<file path="config.mk">
export PLATFORM = sky130hd
export DESIGN_NAME = mmu_feed_scheduler
export DESIGN_NICKNAME = d
export VERILOG_FILES = /design/src/rtl/mmu_feed_scheduler.sv
export SDC_FILE = /design/constraint.sdc
export NUM_CORES = 1
export LEC_CHECK = 0
export CELL_PAD_IN_SITES_DETAIL_PLACEMENT = 0
export CELL_PAD_IN_SITES_GLOBAL_PLACEMENT = 1
export CORE_MARGIN = 2
export CORE_UTILIZATION = 40
export CTS_BUF_LIST = sky130_fd_sc_hd__clkbuf_16
export DETAILED_ROUTE_END_ITERATION = 8
export DONT_BUFFER_PORTS = 1
export MAX_ROUTING_LAYER = met4
export PLACE_DENSITY = 0.72
export SLEW_MARGIN = 15
export SYNTH_ARGS = -nofsm -noshare
export SYNTH_HDL_FRONTEND = slang
export SYNTH_SLANG_ARGS = --single-unit
</file>
<file path="constraint.sdc">
create_clock -name clk -period 4.2 [get_ports clk]
set_clock_uncertainty 0.1 [all_clocks]
set_input_delay 0.84 -clock clk [delete_from_list [all_inputs] [get_ports clk]]
set_output_delay 0.84 -clock clk [all_outputs]
set_load 0.03 [all_outputs]
</file>
<file path="src/rtl/mmu_feed_scheduler.sv">
// Sequencer for one 2x2 output-stationary matrix multiply.
// Fetches operands, feeds them skewed, drains the array and streams the results.
module mmu_feed_scheduler #(
    parameter int DATA_W       = 8,
    parameter int ACC_W        = 18,
    parameter int DRAIN_CYCLES = 2
) (
    input  logic                 clk,
    input  logic                 rst_n,
    input  logic                 start,
    output logic                 busy,
    output logic                 done,
    output logic                 wm_rd_en,
    output logic [2:0]           wm_rd_addr,
    input  logic [DATA_W-1:0]    wm_rd_data,
    output logic                 mmu_clear,
    output logic                 mmu_en,
    output logic [DATA_W-1:0]    mmu_a0,
    output logic [DATA_W-1:0]    mmu_a1,
    output logic [DATA_W-1:0]    mmu_b0,
    output logic [DATA_W-1:0]    mmu_b1,
    input  logic [4*ACC_W-1:0]   mmu_c,
    output logic [ACC_W-1:0]     out_data,
    output logic                 out_valid,
    input  logic                 out_ready
);

    typedef enum logic [2:0] {
        IDLE, FETCH, CLEAR, FEED, DRAIN, CAPTURE, WB
    } state_t;

    localparam logic [3:0] FETCH_LAST = 4'd8;
    localparam logic [3:0] FEED_LAST  = 4'd2;
    localparam logic [3:0] DRAIN_LAST = 4'(DRAIN_CYCLES - 1);

    state_t state, state_n;
    logic [3:0] cnt, cnt_n, cap_idx;
    logic [1:0] idx, idx_n;
    logic done_n;

    logic [DATA_W-1:0] op [8];
    logic [ACC_W-1:0]  res [4];

    logic              rd_en_d, clear_d, en_d, valid_d, busy_d;
    logic [2:0]        rd_addr_d;
    logic [DATA_W-1:0] a0_d, a1_d, b0_d, b1_d;
    logic [ACC_W-1:0]  data_d;

    // Read data returns one cycle late, so it belongs to the previous address.
    assign cap_idx = cnt - 4'd1;

    // Next-state sequencing: state, step counter and writeback index.
    always_comb begin
        state_n = state;
        cnt_n   = cnt;
        idx_n   = idx;
        done_n  = 1'b0;
        unique case (state)
            IDLE: begin
                if (start) begin
                    state_n = FETCH;
                    cnt_n   = 4'd0;
                end
            end
            FETCH: begin
                if (cnt == FETCH_LAST) begin
                    state_n = CLEAR;
                    cnt_n   = 4'd0;
                end else begin
                    cnt_n = cnt + 4'd1;
                end
            end
            CLEAR: begin
                state_n = FEED;
                cnt_n   = 4'd0;
            end
            FEED: begin
                if (cnt == FEED_LAST) begin
                    state_n = DRAIN;
                    cnt_n   = 4'd0;
                end else begin
                    cnt_n = cnt + 4'd1;
                end
            end
            DRAIN: begin
                if (cnt == DRAIN_LAST) begin
                    state_n = CAPTURE;
                    cnt_n   = 4'd0;
                end else begin
                    cnt_n = cnt + 4'd1;
                end
            end
            CAPTURE: begin
                state_n = WB;
                idx_n   = 2'd0;
            end
            WB: begin
                if (out_valid && out_ready) begin
                    if (idx == 2'd3) begin
                        state_n = IDLE;
                        done_n  = 1'b1;
                    end else begin
                        idx_n = idx + 2'd1;
                    end
                end
            end
            default: state_n = IDLE;
        endcase
    end

    // Output values for the coming cycle, decoded from the next state.
    always_comb begin
        rd_en_d   = 1'b0;
        rd_addr_d = 3'd0;
        clear_d   = 1'b0;
        en_d      = 1'b0;
        valid_d   = 1'b0;
        a0_d      = '0;
        a1_d      = '0;
        b0_d      = '0;
        b1_d      = '0;
        data_d    = '0;
        busy_d    = (state_n != IDLE);
        unique case (state_n)
            FETCH: begin
                rd_en_d   = (cnt_n < FETCH_LAST);
                rd_addr_d = cnt_n[2:0];
            end
            CLEAR: clear_d = 1'b1;
            FEED: begin
                en_d = 1'b1;
                if (cnt_n == 4'd0) begin
                    a0_d = op[0];
                    b0_d = op[4];
                end else if (cnt_n == 4'd1) begin
                    a0_d = op[1];
                    a1_d = op[2];
                    b0_d = op[6];
                    b1_d = op[5];
                end else begin
                    a1_d = op[3];
                    b1_d = op[7];
                end
            end
            DRAIN: en_d = 1'b1;
            WB: begin
                valid_d = 1'b1;
                // First result comes straight off the array while it is latched.
                if (state == CAPTURE) data_d = mmu_c[ACC_W-1:0];
                else                  data_d = res[idx_n];
            end
            default: ;
        endcase
    end

    // State, buffers and registered outputs.
    always_ff @(posedge clk or negedge rst_n) begin
        if (!rst_n) begin
            state      <= IDLE;
            cnt        <= '0;
            idx        <= '0;
            done       <= 1'b0;
            busy       <= 1'b0;
            wm_rd_en   <= 1'b0;
            wm_rd_addr <= '0;
            mmu_clear  <= 1'b0;
            mmu_en     <= 1'b0;
            mmu_a0     <= '0;
            mmu_a1     <= '0;
            mmu_b0     <= '0;
            mmu_b1     <= '0;
            out_valid  <= 1'b0;
            out_data   <= '0;
            for (int i = 0; i < 8; i++) op[i] <= '0;
            for (int i = 0; i < 4; i++) res[i] <= '0;
        end else begin
            state      <= state_n;
            cnt        <= cnt_n;
            idx        <= idx_n;
            done       <= done_n;
            busy       <= busy_d;
            wm_rd_en   <= rd_en_d;
            wm_rd_addr <= rd_addr_d;
            mmu_clear  <= clear_d;
            mmu_en     <= en_d;
            mmu_a0     <= a0_d;
            mmu_a1     <= a1_d;
            mmu_b0     <= b0_d;
            mmu_b1     <= b1_d;
            out_valid  <= valid_d;
            out_data   <= data_d;
            if (state == FETCH && cnt != 4'd0)
                op[cap_idx[2:0]] <= wm_rd_data;
            if (state == CAPTURE)
                for (int i = 0; i < 4; i++)
                    res[i] <= mmu_c[i*ACC_W +: ACC_W];
        end
    end

endmodule

</file>
=== Word-level counts from Yosys, hierarchy flattened ===
Cells that the tools add are included.

* Flip-flop bits (word level): 204
* Bits of input ports: 84
* Logic and storage cells: 103

* Add/sub/neg operators: 3
* $lt $le $gt $ge: 4
* Equal/unequal tests: 16
* Muxes and demuxes: 43
* Bitwise logic cells: 2
* Reduce and logical (&&, ||, !) cells: 8

{| class="wikitable"
|+ Operators with widths
! cell !! count
|-
| $mux 8 || 13
|-
| $mux 18 || 4
|-
| $bwmux 64 || 1
|-
| $bmux 18 s2 || 1
|-
| $demux 8 s3 || 1
|-
| $mux 3 || 7
|-
| $pmux 3 s7 || 1
|-
| $pmux 4 s5 || 1
|-
| $mux 4 || 4
|-
| $eq 3x3->1 const B || 5
|-
| $eq 3x2->1 const B || 4
|-
| $eq 4x1->1 const B || 2
|-
| $mux 1 || 7
|-
| $eq 3x1->1 const B || 2
|-
| $add 4x1->4 const B || 1
|-
| $eq 4x2->1 const B || 1
|-
| $eq 4x4->1 const B || 1
|-
| $ge 4x4->1 const B || 1
|-
| $logic_not 4->1 || 1
|-
| $lt 4x1->1 const B || 1
|-
| $lt 4x4->1 const B || 1
|-
| $mux 2 || 2
|-
| $not 3->4 || 1
|-
| $pmux 2 s2 || 1
|-
| other kinds (10) || 12
|}

=== Depth between registers and ports, before layout ===
* Depth after elaboration: 10
* Depth in mapped cells: 10
* Mapped depth without buffers: 8

=== Worst setup path after synthesis ===
OpenSTA, ideal clock, no wires.

* Path type: flip-flop to flip-flop
* Start: reg cnt[0]
* End: reg mmu_a0[0]
* Arrival time: 2.802 ns
* Required time: 4.019 ns
* Path slack: 1.217 ns
* Cell stages (with the launch flop): 11
* Path buffers: 3
* Cell sequence: dfrtp_1 > clkbuf_1 > inv_1 > ha_1 > or3b_1 > a222oi_1 > o22ai_1 > or4_1 > buf_2 > buf_6 > nor3_2

* Cells in the longest elaborated chain, start to end: 7
* Elaborated cells on any way between the ends: 19

{| class="wikitable"
|+ Ends and longest elaborated chain
! item !! RTL line !! text
|-
| from (decl) || 37 || <nowiki>logic [3:0] cnt, cnt_n, cap_idx;</nowiki>
|-
| from (signal assigned) || 178 || <nowiki>cnt <= cnt_n;</nowiki>
|-
| $add 4x1->4 (tied with other cells) || 70, 82, 90 ||
|-
| $mux 4 (on tied branches) || 86, 66, 78 ||
|-
| $pmux 4 s5 (*) || 58 || <nowiki>unique case (state)</nowiki>
|-
| net cnt_n[3] || 37 ||
|-
| $eq 4x1->1 || 135 || <nowiki>end else if (cnt_n == 4'd1) begin</nowiki>
|-
| $mux 8 || 135 ||
|-
| $mux 8 (*) || 132 || <nowiki>if (cnt_n == 4'd0) begin</nowiki>
|-
| $mux 8 (*) || 124 || <nowiki>unique case (state_n)</nowiki>
|-
| net a0_d[0] || 46 || <nowiki>logic [DATA_W-1:0] a0_d, a1_d, b0_d, b1_d;</nowiki>
|-
| to (signal assigned) || 168 || <nowiki>mmu_a0 <= '0;</nowiki>
|-
| to (signal assigned) || 186 || <nowiki>mmu_a0 <= a0_d;</nowiki>
|-
| to (decl) || 18 || <nowiki>output logic [DATA_W-1:0] mmu_a0,</nowiki>
|}

Mark *: on every way through the listed nets, which the timed path passes. The rest lies on a longest branch.
A chain may end at the register's enable or synchronous reset.

=== Final worst setup path ===
* Start: reg cnt[0]
* End: reg mmu_b0[3]

* Cells in the longest elaborated chain, start to end: 7
* Elaborated cells on any way between the ends: 19

{| class="wikitable"
|+ Ends and longest elaborated chain
! item !! RTL line !! text
|-
| $add 4x1->4 (tied with other cells) || 70, 82, 90 ||
|-
| $mux 4 (on tied branches) || 86, 66, 78 ||
|-
| $pmux 4 s5 (*) || 58 ||
|-
| net cnt_n[3] || 37 ||
|-
| $eq 4x1->1 || 135 ||
|-
| $mux 8 || 135 ||
|-
| $mux 8 (*) || 132 ||
|-
| $mux 8 (*) || 124 ||
|-
| net b0_d[3] || 46 ||
|-
| to (signal assigned) || 170 || <nowiki>mmu_b0 <= '0;</nowiki>
|-
| to (signal assigned) || 188 || <nowiki>mmu_b0 <= b0_d;</nowiki>
|-
| to (decl) || 20 || <nowiki>output logic [DATA_W-1:0] mmu_b0,</nowiki>
|}

Marked as above.

==> flow_summary.yaml <==
synthesis:
  syn_inst: 574
  synth-edff-count: 0
  synthArstFlopShare: 1.00
  synth-main-ff-cell: "dfrtp_1"
  yosysWarnings: 0
  yosysTopAreaCellShare: 0.602
  synth_nets: 662
  synth_top_cell_by_area: "dfrtp_1"
  synth.top_cells.by_area: "dfrtp_1, mux2_2, mux4_2"
  syn_avg_cell_area_um2: 14.8
  synth.cell_area_mm2: 0.00847
  ys_ff_latch: 204
  seq_area_frac_synth: 0.602
  ys_types: 43
place:
  dpl_cell_area_mm2: 0.00881
  port-buffer-count: 0
  dp_slack_ns: 0.430
  dpl.hpwl_mm: 11.8
  gp_congestion: 0.741
  place_inst: 830
critical_path:
  r2r_start: "cnt[0]"
  start_kind: "flip-flop"
  r2r_cells: 7
  timing.rr.end: "mmu_b0[3]"
  cp.required_ns: 4.50
  worstSetupEndpointType: "flip-flop"
  path_class: "reg2reg"
  crit_path_max_fanout: 16
  regToRegSetupSlack_ns: 0.39
  crit_arrival_ns: 4.11
cts:
  cts_sinks: 204
  tritoncts: "built"
  clkTransAtPathRegs_ns: 0.06
  clk-insertion-delay-late_ns: 0.49
  clk_path_buf_depth: 3
  ctsHtreeMaxLevel: 1
  cts_root_buffer: "clkbuf_16"
  numCtsBuffers: 23
global_routing:
  grt_usage: 0.166
  grt-ovfl-total: 0
  grt_max_degree: 205
  antenna_found_initial: 2
  first_global_vias: 5250
  grt_pass1_wl_mm: 28.4
pwr:
  ir_drop_uv: 313
  p_clk_frac: 0.261
  design_power_total_mw: 8.16
  p_comb_frac: 0.294
  p_sw_mw: 2.71
  intPower_mw: 5.45
  p_per_area_mw_per_mm2: 847
  switching_share: 0.332
  pwr-share-seq: 0.445
  leakage_nw: 4.23
cells_and_area:
  regArea_mm2: 0.00510
  stdcell_area_mm2: 0.00963
  nets: 668
  layout-drive-gt1-share: 0.371
  filler_cell_count: 1857
  utilization: 0.461
  area_growth_pct: 13.6
  stdcell_count: 873
  multi_input_area_mm2: 0.00324
floorplan:
  start_util: 0.406
  die_h_um: 150
  dieWidth_um: 150
  die-area_mm2: 0.0224
  core-area_mm2: 0.0209
  rows: 53
  pin_count: 143
drt:
  first_pass_iters: 4
  drt_iter0_drc: 218
  wirelength_mm: 17.7
  vias_per_cell: 5.40
  ant_nets: 0
  via_count: 4714
  drcViolationCount: 0
  wl_per_cell_um: 20.3
sta:
  setup-violations-final: 0
  period_minus_slack_ns: 3.81
  fmax_mhz: 262
  relSlewSlack: 0.321
  holdWs_ns: -0.0511
  slew_violations: 0
  post-route-period-util: 0.908
  rsz0062_at_grt: "false"
  setup-tns-final_ns: 0
  hold_viol_final: 121
  worstMarginPinSlew_ns: 0.997
  layout_setup_ws_ns: 0.387
outcome:
  violations: "hold timing"
  outcome: "complete, but fails checks"
hold_path:
  hold_path.class: "in2async"
run:
  max_cap_viol_count: 0
## worst max path at each step
stage | start | cells past startpoint | endpoint | slack, ns
after floorplan | cnt[0] | 10 | mmu_a0[0] | 1.22
after global placement | cnt[0] | 7 | mmu_b0[3] | 0.65
after detailed placement | cnt[0] | 7 | mmu_b0[2] | 0.43
after CTS | cnt[0] | 7 | mmu_b0[2] | 0.42
after global routing | cnt[0] | 7 | mmu_b0[2] | 0.08
final | cnt[0] | 7 | mmu_b0[3] | 0.39
## registers in the layout, summed over array words and instances (netlist names)
name	cells
res	72
op	64
out_data	18
mmu_a0	8
mmu_a1	8
mmu_b0	8
mmu_b1	8
cnt	4
state	3
wm_rd_addr	3
idx	2
busy	1
done	1
mmu_clear	1
mmu_en	1
out_valid	1
wm_rd_en	1
## power groups by stage
stage,clock (mW),sequential [mW],combinational (mW)
after detailed placement,0,3.67,2.43
after global routing,2.28,3.74,2.62
final,2.13,3.63,2.40
after global placement,0,3.60,2.34
after CTS,2.20,3.64,2.44
after floorplan,0,3.45,2.06
## cell usage after synthesis, types with 2 or more instances
library cell    n
dfrtp_1       204
o21ai_0         2
mux4_2         18
and3_1          3
nor3_1         10
nand3_1        24
nor3b_1         2
nor3_2         10
buf_2           4
a31oi_1         2
a21oi_1         5
and2_1          2
mux2_2        136
or2_2           3
inv_1           8
buf_6           2
nor2_1         12
and3b_1         2
nand2b_1        5
mux2i_1        33
ha_1            4
a22o_1         18
clkbuf_1       24
xnor2_1         2
nand2_1        20
or3b_1          2
## cell type report
type	instances	area share
diodes	2	0.000520
clock buffers	23	0.0598
clock inverters	18	0.0246
inverters	8	0.00312
multi-input cells	331	0.337
flip-flops and latches	204	0.530
well taps	275	0.0357
repair buffers	12	0.00936
## critical path, stage by stage, from the launching register on
cell	delay, ns
dfrtp_1	0.52
inv_1	0.22
ha_1	0.26
or3b_1	0.38
a222oi_1	0.59
o22ai_1	0.37
or4_1	0.94
nor3_1	0.32
## cells in the final DEF (no fill, tap or decap), drive strengths merged, types with 5 or more instances in the layout
master  count
mux2i      33
bufinv      6
nand2      20
mux4       18
dfrtp     204
nand2b      5
a22o       18
a21oi       5
clkbuf     23
nand3      24
mux2      136
clkinv     10
buf        12
nor2       12
inv         9
nor3       20
## kinds of logic after synthesis
| logic type | after synthesis | share of synthesized area |
|---|---|---|
| AND/OR/NAND/NOR | 101 | 0.0684 |
| AO/OA/AOI/OAI | 36 | 0.0329 |
| buffers and inverters | 39 | 0.0196 |
| flip-flops | 204 | 0.602 |
| multiplexers | 187 | 0.268 |
| XOR/XNOR | 3 | 0.00310 |
| adder cells (fa/ha/maj) | 4 | 0.00591 |
## routing by layer
layer | GRT usage | vias to the layer above | wire (um)
li1 | - | 2095 | -
met1 | 0.200 | 2446 | 7270
met2 | 0.269 | 145 | 8620
met3 | 0.0573 | 28 | 1550
met4 | 0.0410 | 0 | 303
met5 | - | - | 0
## what timing repair did
action                                 in CTS  in global routing
resized for setup                           0                  0
buffers inserted                            0                  0
endpoints found under the hold margin     204                204
No activity file was read; power rests on OpenSTA's default activity.
